File: config.mk
export PLATFORM = sky130hd
export DESIGN_NAME = permutation_round_ctrl_flat
export DESIGN_NICKNAME = d
export VERILOG_FILES = /design/src/rtl/permutation_round_ctrl_pkg.sv /design/src/rtl/permutation_round_ctrl_if.sv /design/src/rtl/permutation_round_ctrl.sv /design/src/flat_wrapper.sv
export SDC_FILE = /design/constraint.sdc
export NUM_CORES = 1
export LEC_CHECK = 0
export CORE_AREA = 10 10 245 247
export DETAILED_ROUTE_END_ITERATION = 12
export DIE_AREA = 0 0 255 257
export PLACE_DENSITY_LB_ADDON = 0.1
export SLEW_MARGIN = 20
export SYNTH_ARGS = -nofsm -noshare
export SYNTH_HDL_FRONTEND = slang
export SYNTH_SLANG_ARGS = --single-unit
File: constraint.sdc
create_clock -name clock_i -period 1.9 [get_ports clock_i]
set_input_delay 0.19 -clock clock_i [delete_from_list [all_inputs] [get_ports clock_i]]
set_output_delay 0.19 -clock clock_i [all_outputs]
set_load 0.01 [all_outputs]
File: src/rtl/permutation_round_ctrl_pkg.sv
// Shared types for the ASCON permutation sequencer: FSM encoding, 320-bit state, round counts.
// Round indices run 0..11; a short permutation starts late so that it always ends on index 11.
package permutation_round_ctrl_pkg;

  localparam int ROUNDS_PA = 12;
  localparam int ROUNDS_PB = 6;
  localparam logic [3:0] LAST_ROUND = 4'd11;

  typedef logic [4:0][63:0] type_state;

  typedef enum logic [1:0] {
    IDLE = 2'd0,
    RUN  = 2'd1,
    CAPT = 2'd2,
    HOLD = 2'd3
  } type_round_ctrl_fsm;

  function automatic logic [3:0] first_round(input int rounds);
    return 4'(ROUNDS_PA - rounds);
  endfunction

endpackage

File: src/rtl/permutation_round_ctrl_if.sv
// Control, permutation-core and result handshake signals of the round sequencer.
// slave = sequencer side, master = environment driving start/ready and returning core state.
interface permutation_round_ctrl_if;
  import permutation_round_ctrl_pkg::*;

  logic       start_i;
  logic       mode_i;
  type_state  perm_state_i;
  logic       perm_enable_o;
  logic       perm_input_mode_o;
  logic [3:0] perm_round_o;
  logic       busy_o;
  logic       done_o;
  type_state  result_o;
  logic       result_valid_o;
  logic       result_ready_i;

  modport slave (
    input  start_i,
    input  mode_i,
    input  perm_state_i,
    input  result_ready_i,
    output perm_enable_o,
    output perm_input_mode_o,
    output perm_round_o,
    output busy_o,
    output done_o,
    output result_o,
    output result_valid_o
  );

  modport master (
    output start_i,
    output mode_i,
    output perm_state_i,
    output result_ready_i,
    input  perm_enable_o,
    input  perm_input_mode_o,
    input  perm_round_o,
    input  busy_o,
    input  done_o,
    input  result_o,
    input  result_valid_o
  );

endinterface

File: src/rtl/permutation_round_ctrl.sv
// Sequences one ASCON p^a/p^b through permutation_simple; result valid N+1 cycles after accept.
// Result held in HOLD until result_ready_i; start_i ignored while busy, no queuing.
module permutation_round_ctrl
  import permutation_round_ctrl_pkg::*;
#(
  parameter int ROUNDS_A = ROUNDS_PA,
  parameter int ROUNDS_B = ROUNDS_PB
) (
  input  logic                     clock_i,
  input  logic                     reset_i,
  permutation_round_ctrl_if.slave  ctrl
);

  generate
    if (ROUNDS_A < 1 || ROUNDS_A > ROUNDS_PA) begin : g_bad_rounds_a
      $fatal(1, "permutation_round_ctrl: ROUNDS_A out of range 1..12");
    end
    if (ROUNDS_B < 1 || ROUNDS_B > ROUNDS_PA) begin : g_bad_rounds_b
      $fatal(1, "permutation_round_ctrl: ROUNDS_B out of range 1..12");
    end
  endgenerate

  localparam logic [3:0] FIRST_A = first_round(ROUNDS_A);
  localparam logic [3:0] FIRST_B = first_round(ROUNDS_B);

  type_round_ctrl_fsm state_q, state_d;
  logic [3:0]         round_q, round_d;
  logic               input_mode_q, input_mode_d;
  logic               enable_q, enable_d;
  logic               busy_q, busy_d;
  logic               done_q, done_d;
  logic               valid_q, valid_d;
  type_state          result_q, result_d;

  always_ff @(posedge clock_i) begin
    if (reset_i) begin
      state_q      <= IDLE;
      round_q      <= '0;
      input_mode_q <= 1'b0;
      enable_q     <= 1'b0;
      busy_q       <= 1'b0;
      done_q       <= 1'b0;
      valid_q      <= 1'b0;
      result_q     <= '0;
    end else begin
      state_q      <= state_d;
      round_q      <= round_d;
      input_mode_q <= input_mode_d;
      enable_q     <= enable_d;
      busy_q       <= busy_d;
      done_q       <= done_d;
      valid_q      <= valid_d;
      result_q     <= result_d;
    end
  end

  always_comb begin
    state_d      = state_q;
    round_d      = round_q;
    input_mode_d = input_mode_q;
    result_d     = result_q;

    case (state_q)
      IDLE: begin
        if (ctrl.start_i) begin
          // The starting index alone carries the mode: both lengths finish at index 11.
          state_d      = RUN;
          round_d      = ctrl.mode_i ? FIRST_B : FIRST_A;
          input_mode_d = 1'b0;
        end
      end
      RUN: begin
        input_mode_d = 1'b1;
        if (round_q == LAST_ROUND) begin
          state_d = CAPT;
        end else begin
          round_d = round_q + 4'd1;
        end
      end
      CAPT: begin
        result_d = ctrl.perm_state_i;
        state_d  = HOLD;
      end
      HOLD: begin
        if (ctrl.result_ready_i) begin
          state_d = IDLE;
        end
      end
      default: state_d = IDLE;
    endcase

    // Outputs are decoded from the next state so every port leaves a flop.
    enable_d = (state_d == RUN);
    done_d   = (state_d == CAPT);
    valid_d  = (state_d == HOLD);
    busy_d   = (state_d != IDLE);
  end

  assign ctrl.perm_enable_o     = enable_q;
  assign ctrl.perm_input_mode_o = input_mode_q;
  assign ctrl.perm_round_o      = round_q;
  assign ctrl.busy_o            = busy_q;
  assign ctrl.done_o            = done_q;
  assign ctrl.result_o          = result_q;
  assign ctrl.result_valid_o    = valid_q;

endmodule

File: src/flat_wrapper.sv
// flat-port wrapper written by rule: the top's interface ports become plain ports
module permutation_round_ctrl_flat import permutation_round_ctrl_pkg::*;
#(
  parameter int ROUNDS_A = ROUNDS_PA,
  parameter int ROUNDS_B = ROUNDS_PB
)
  (clock_i, reset_i, ctrl_start_i, ctrl_mode_i, ctrl_perm_state_i, ctrl_result_ready_i, ctrl_perm_enable_o, ctrl_perm_input_mode_o, ctrl_perm_round_o, ctrl_busy_o, ctrl_done_o, ctrl_result_o, ctrl_result_valid_o);
  permutation_round_ctrl_if ctrl_i ();
  input  logic clock_i;
  input  logic reset_i;
  input wire logic [$bits(ctrl_i.start_i)-1:0] ctrl_start_i;
  input wire logic [$bits(ctrl_i.mode_i)-1:0] ctrl_mode_i;
  input wire logic [$bits(ctrl_i.perm_state_i)-1:0] ctrl_perm_state_i;
  input wire logic [$bits(ctrl_i.result_ready_i)-1:0] ctrl_result_ready_i;
  output wire logic [$bits(ctrl_i.perm_enable_o)-1:0] ctrl_perm_enable_o;
  output wire logic [$bits(ctrl_i.perm_input_mode_o)-1:0] ctrl_perm_input_mode_o;
  output wire logic [$bits(ctrl_i.perm_round_o)-1:0] ctrl_perm_round_o;
  output wire logic [$bits(ctrl_i.busy_o)-1:0] ctrl_busy_o;
  output wire logic [$bits(ctrl_i.done_o)-1:0] ctrl_done_o;
  output wire logic [$bits(ctrl_i.result_o)-1:0] ctrl_result_o;
  output wire logic [$bits(ctrl_i.result_valid_o)-1:0] ctrl_result_valid_o;
  assign ctrl_i.start_i = ctrl_start_i;
  assign ctrl_i.mode_i = ctrl_mode_i;
  assign ctrl_i.perm_state_i = ctrl_perm_state_i;
  assign ctrl_i.result_ready_i = ctrl_result_ready_i;
  assign ctrl_perm_enable_o = ctrl_i.perm_enable_o;
  assign ctrl_perm_input_mode_o = ctrl_i.perm_input_mode_o;
  assign ctrl_perm_round_o = ctrl_i.perm_round_o;
  assign ctrl_busy_o = ctrl_i.busy_o;
  assign ctrl_done_o = ctrl_i.done_o;
  assign ctrl_result_o = ctrl_i.result_o;
  assign ctrl_result_valid_o = ctrl_i.result_valid_o;
  permutation_round_ctrl #(.ROUNDS_A(ROUNDS_A), .ROUNDS_B(ROUNDS_B)) u_core (.clock_i(clock_i), .reset_i(reset_i), .ctrl(ctrl_i));
endmodule
; Word level (Yosys, flattened, before mapping)
; Cells that the tools add are included.
[word_totals]
mem_bits_ro = 0
mem_bits_rw = 0
latch_bits = 0
out_inout_bits = 329
in_bits = 325
regBits = 331
n_memories = 0
[classes]
bitwise = 0
n_addsub = 1
reduce_logical = 5
n_eq_ne = 9
shift = 0
order_cmp = 0
multipliers = 0
div_mod_pow = 0
muxes = 10
[ops]
columns = cell, n
row1 = 2-bit equality test (second input constant), 4
row2 = 4-bit two-way mux, 2
row3 = 2-bit one-hot mux with 4 select lines, 1
row4 = 4-bit one-hot mux with 2 select lines, 1
row5 = 2-bit two-way mux, 3
row6 = 4-bit by 1-bit adder with 4-bit output (second input constant), 1
row7 = 2-bit by 1-bit equality test with 1-bit output (second input constant), 2
row8 = 4-bit equality test (second input constant), 1
row9 = 2-bit inequality test (second input constant), 2
row10 = 2-bit nonzero test, 2
row11 = 3-bit two-way mux, 1
row12 = 3-bit AND reduction, 1
row13 = 2-bit zero test, 1
row14 = 1-bit one-hot mux with 2 select lines, 1
row15 = 2-bit AND reduction, 1
row16 = 1-bit two-way mux, 1

; Depth between registers and ports, before layout
[logic_depth]
word_depth = 4
depth_mapped = 7
ltp_nobuf = 5

; Worst setup path before layout
; OpenSTA, ideal clock, no wires.
[synth_timing]
path_kind = flip-flop to flip-flop
from = register u_core.state_q[0]
to = register u_core.round_q[1], in the netlist u_core.ctrl.perm_round_o[1]
stages_incl_launch_ff = 6
t_arrival_ns = 1.213
period_less_slack_ns = 1.340
setup_slack_ns = 0.560
setup_ns = 0.128
cell_sequence = dfxtp_1 > buf_4 > nor2b_1 > mux2_2 > mux2i_1 > nor2_1
[synth_between]
elab_chain_len = 3
elab_cells_between_ends = 7
cone_classes = eq/ne: 3 / mux: 1 / reduce/logical: 3
[synth_rtl]
columns = item, line
row1 = start: declaration, permutation_round_ctrl.sv:26  ; type_round_ctrl_fsm state_q, state_d;
row2 = start signal: assignment, permutation_round_ctrl.sv:46  ; state_q <= state_d;
row3 = 2-bit by 1-bit equality test with 1-bit output or 2-bit zero test (tied branches), permutation_round_ctrl.sv:63  ; case (state_q)
row4 = 2-bit inequality test (no line) or 2-bit nonzero test (tied branches), n/a
row5 = 3-bit AND reduction (no line), n/a
row6 = end signal: assignment, permutation_round_ctrl.sv:47  ; round_q <= round_d;
row7 = end: declaration, permutation_round_ctrl.sv:27  ; logic [3:0] round_q, round_d;
; Parallel ways exist; a longest one is shown, timed or not.
; A chain may end at the register's enable or synchronous reset.

; Final worst setup path
[layout_timing]
from = register u_core.round_q[2], in the netlist u_core.ctrl.perm_round_o[2]
to = output ctrl_perm_round_o[2]
[layout_lines]
columns = item, line
row1 = end: declaration, flat_wrapper.sv:17  ; output wire logic [$bits(ctrl_i.perm_round_o)-1:0] ctrl_perm_round_o;
; No word-level cell between the ends.

==> metrics.md <==
| Metric | Value |
|---|---|
| Final Skew | `0.01267 ns` |
| Register area share after synthesis | `just under 60%` |
| Skew-Pair Late Insertion Delay | `0.55 ns` |
| Die W | `~260 µm` |
| Critical Path Start | `u_core.ctrl.perm_round_o[2]$_SDFFE_PP0P_` |
| CP Cell Sequence | `clkdlybuf4s50_1` |
| Drt first pass iters | `6` |
| Cell leakage power | `6.724 nW` |
| Synth async-reset ratio | `0%` |
| Top cell family by delay on the critical path | `buffers and inverters` |
| Share of layout cells above drive strength 1 | `4.871%` |
| Die height | `roughly 260 µm` |
| Highest-count cells in the layout ignoring fill and taps | `clkdlybuf4s50_1, nand2_1, dfxtp_1` |
| Critical Path Source Type | `flip-flop` |
| Gr usage total | `15.80%` |
| Rows | `86` |
| HP Class | `primary input to flip-flop` |
| Initial antenna violation count | `10` |
| Slowest stage cell, crit path | `clkdlybuf4s50_1` |
| Multi-input gate area | `about 4200 µm²` |
| Syn_nets | `1,764` |
| Total routed wirelength | `between 50,000 and 60,000 µm` |
| Pwr Density | `782.8 nW/µm²` |
| Yosys warnings | `0` |
| Design Area, Final | `20,270 µm²` |
| H-tree depth | `2` |
| Post-synth EDFFs | `0` |
| Critical path class | `flip-flop to primary output` |
| WP data required | `1.71 ns` |
| Largest net degree at the start of global routing | `76` |
| Finished Layout Cells | `roughly 2,800` |
| Residual DRC | `0` |
| Worst slew pin tran | `about 0.66 ns` |
| Max Cap Viol | `0` |
| Hold_buf cts | `0` |
| Final setup vio count | `0` |
| Area Overhead vs Synth | `77.12%` |
| Vias in the first global route | `11,670` |
| Clock Tree Buf Depth | `3` |
| IO Pins | `approximately 650` |
| Crit. End Element | `primary output` |
| Core ar. | `about 55,000 µm²` |
| Fin Hold WS | `approximately 0.11 ns` |
| Initial DRC count | `537` |
| Port bufs | `653` |
| Grt ovf | `0` |
| Crit path buf inv count | `1` |
| Hpwl dp | `41,520 µm` |
| Wire length per cell | `roughly 19 µm` |
| Initial Util | `about a fifth` |
| DIE AREA | `approximately 66,000 µm²` |
| Mapped cell area | `11,440 µm²` |
| Max frequency | `536.4 MHz` |
| Fillers | `between 5,000 and 6,000` |
| Worst r2r src | `u_core.state_q[1]$_SDFF_PP0_` |
| Final Hold Fails | `0` |
| Period utilisation layout | `98.13%` |
| Distinct cells, synth | `22` |
| Worst VDD drop | `656.4 µV` |
| FF+latch count, synth | `between 300 and 400` |
| Critical path arrival | `around 1.7 ns` |
| Post-CTS Setup Inserts | `0` |
| Status | `finished, final reports clean` |
| Most common cell after layout, fill and taps aside | `clkdlybuf4s50_1` |
| Fin Setup TNS | `0 ns` |
| Via count | `between 10,000 and 15,000` |
| Final nets | `2,389` |
| RSZ-0062 raised after global routing | `false` |
| Syn Area/Cell | `7.959 µm²` |
| Clock Tree Root | `clkbuf_16` |
| Worst-path clk slew | `~0.060 ns` |
| Post-synth top flop | `dfxtp_1` |
| Global-route wire length before repair | `78,210 µm` |
| CP max FO | `5` |
| Final count of pins violating max slew | `0` |
| Antenna-violating nets left | `0` |
| Hold wc startpoint | `reset_i` |
| Largest stage delay on the critical path | `0.73 ns` |
| Pwr Total | `15.87 mW` |
| Tmin final | `1.864 ns` |
| Via density | `about 4.2` |
| Placed insts | `2,723` |
| Register area | `6626 µm²` |
| CTS tree | `built` |
| Post-DP Area | `~19,000 µm²` |
| Syn Inst Count | `1,438` |
| CTS sink count | `between 300 and 400` |
| CTS buffer count | `42` |
| Gp weighted congestion | `about 0.80` |
| Rel. slew slack | `55.88%` |
| CTS resizes | `0` |
-- metal layers --
metal / track usage [%] / vias up / part of all wire (%)
li1: - / 5855 / -
met1: 16.19 / 5402 / 36
met2: 27.95 / 398 / 51
met3: 6.996 / 65 / 11
met4: 5.588 / 4 / 2.4
met5: 0 / - / 0.039
-- where the power goes --
group          switching [mW]  internal (mW)  total, mW
logic                   0.271          0.659      0.930
registers              0.0122           6.95       6.97
clock network            3.05           4.92       7.97
-- through the flow --
step	util, %	worst slack [ns]
after global placement	34.40	0.3515
after floorplan	-	0.5599
after detailed placement	34.40	0.3044
final	36.94	0.03554
after CTS	36.91	0.01435
after global routing	36.94	0.001067
-- final cells by class --
| class | count | area share [%] |
|---|---|---|
| timing repair buffer | 691 | 35.16 |
| sequential | 331 | 32.69 |
| multi-input combinational | 996 | 20.92 |
| clock buffer | 66 | 6.191 |
| tap | 704 | 4.345 |
| clock inverter | 9 | 0.6049 |
| antenna | 6 | 0.07407 |
| inverter | 1 | 0.01852 |
-- synth_stat cells (2+ instances only) --
master	n	area, µm²
mux2i_1	3	30.03
clkbuf_1	37	138.9
xnor2_1	2	17.52
buf_4	34	255.2
buf_2	39	195.2
nand2_1	644	2417
nor2b_1	4	25.02
dfxtp_1	331	6626
nor2_1	9	33.78
a21oi_1	323	1617
-- worst paths after layout --
kind                                                  to  slack, ns  cells after the start
hold / removal      u_core.ctrl.result_o[3]$_SDFFE_PP0N_       0.11                      2
setup reg to reg  u_core.ctrl.result_o[157]$_SDFFE_PP0N_       0.34                      5
setup / recovery                    ctrl_perm_round_o[2]       0.04                      1
hold reg to reg    u_core.ctrl.result_o[69]$_SDFFE_PP0N_       0.45                      2
-- cells by family after synthesis --
family,Yosys count,synth area share [%]
multiplexers,4,0.3608
AO/OA/AOI/OAI,327,14.37
flip-flops,331,57.90
XOR/XNOR,2,0.1531
AND/OR/NAND/NOR,662,21.93
adder cells (fa/ha/maj),1,0.1093
buffers and inverters,111,5.182
-- state kept, by name (all words and copies together) (netlist names) --
register                       cells
u_core.ctrl.result_o             320
u_core.ctrl.perm_round_o           4
u_core.state_q                     2
u_core.ctrl.busy_o                 1
u_core.ctrl.done_o                 1
u_core.ctrl.perm_enable_o          1
u_core.ctrl.perm_input_mode_o      1
u_core.ctrl.result_valid_o         1
Note: power is estimated with default switching activity, not from simulation.
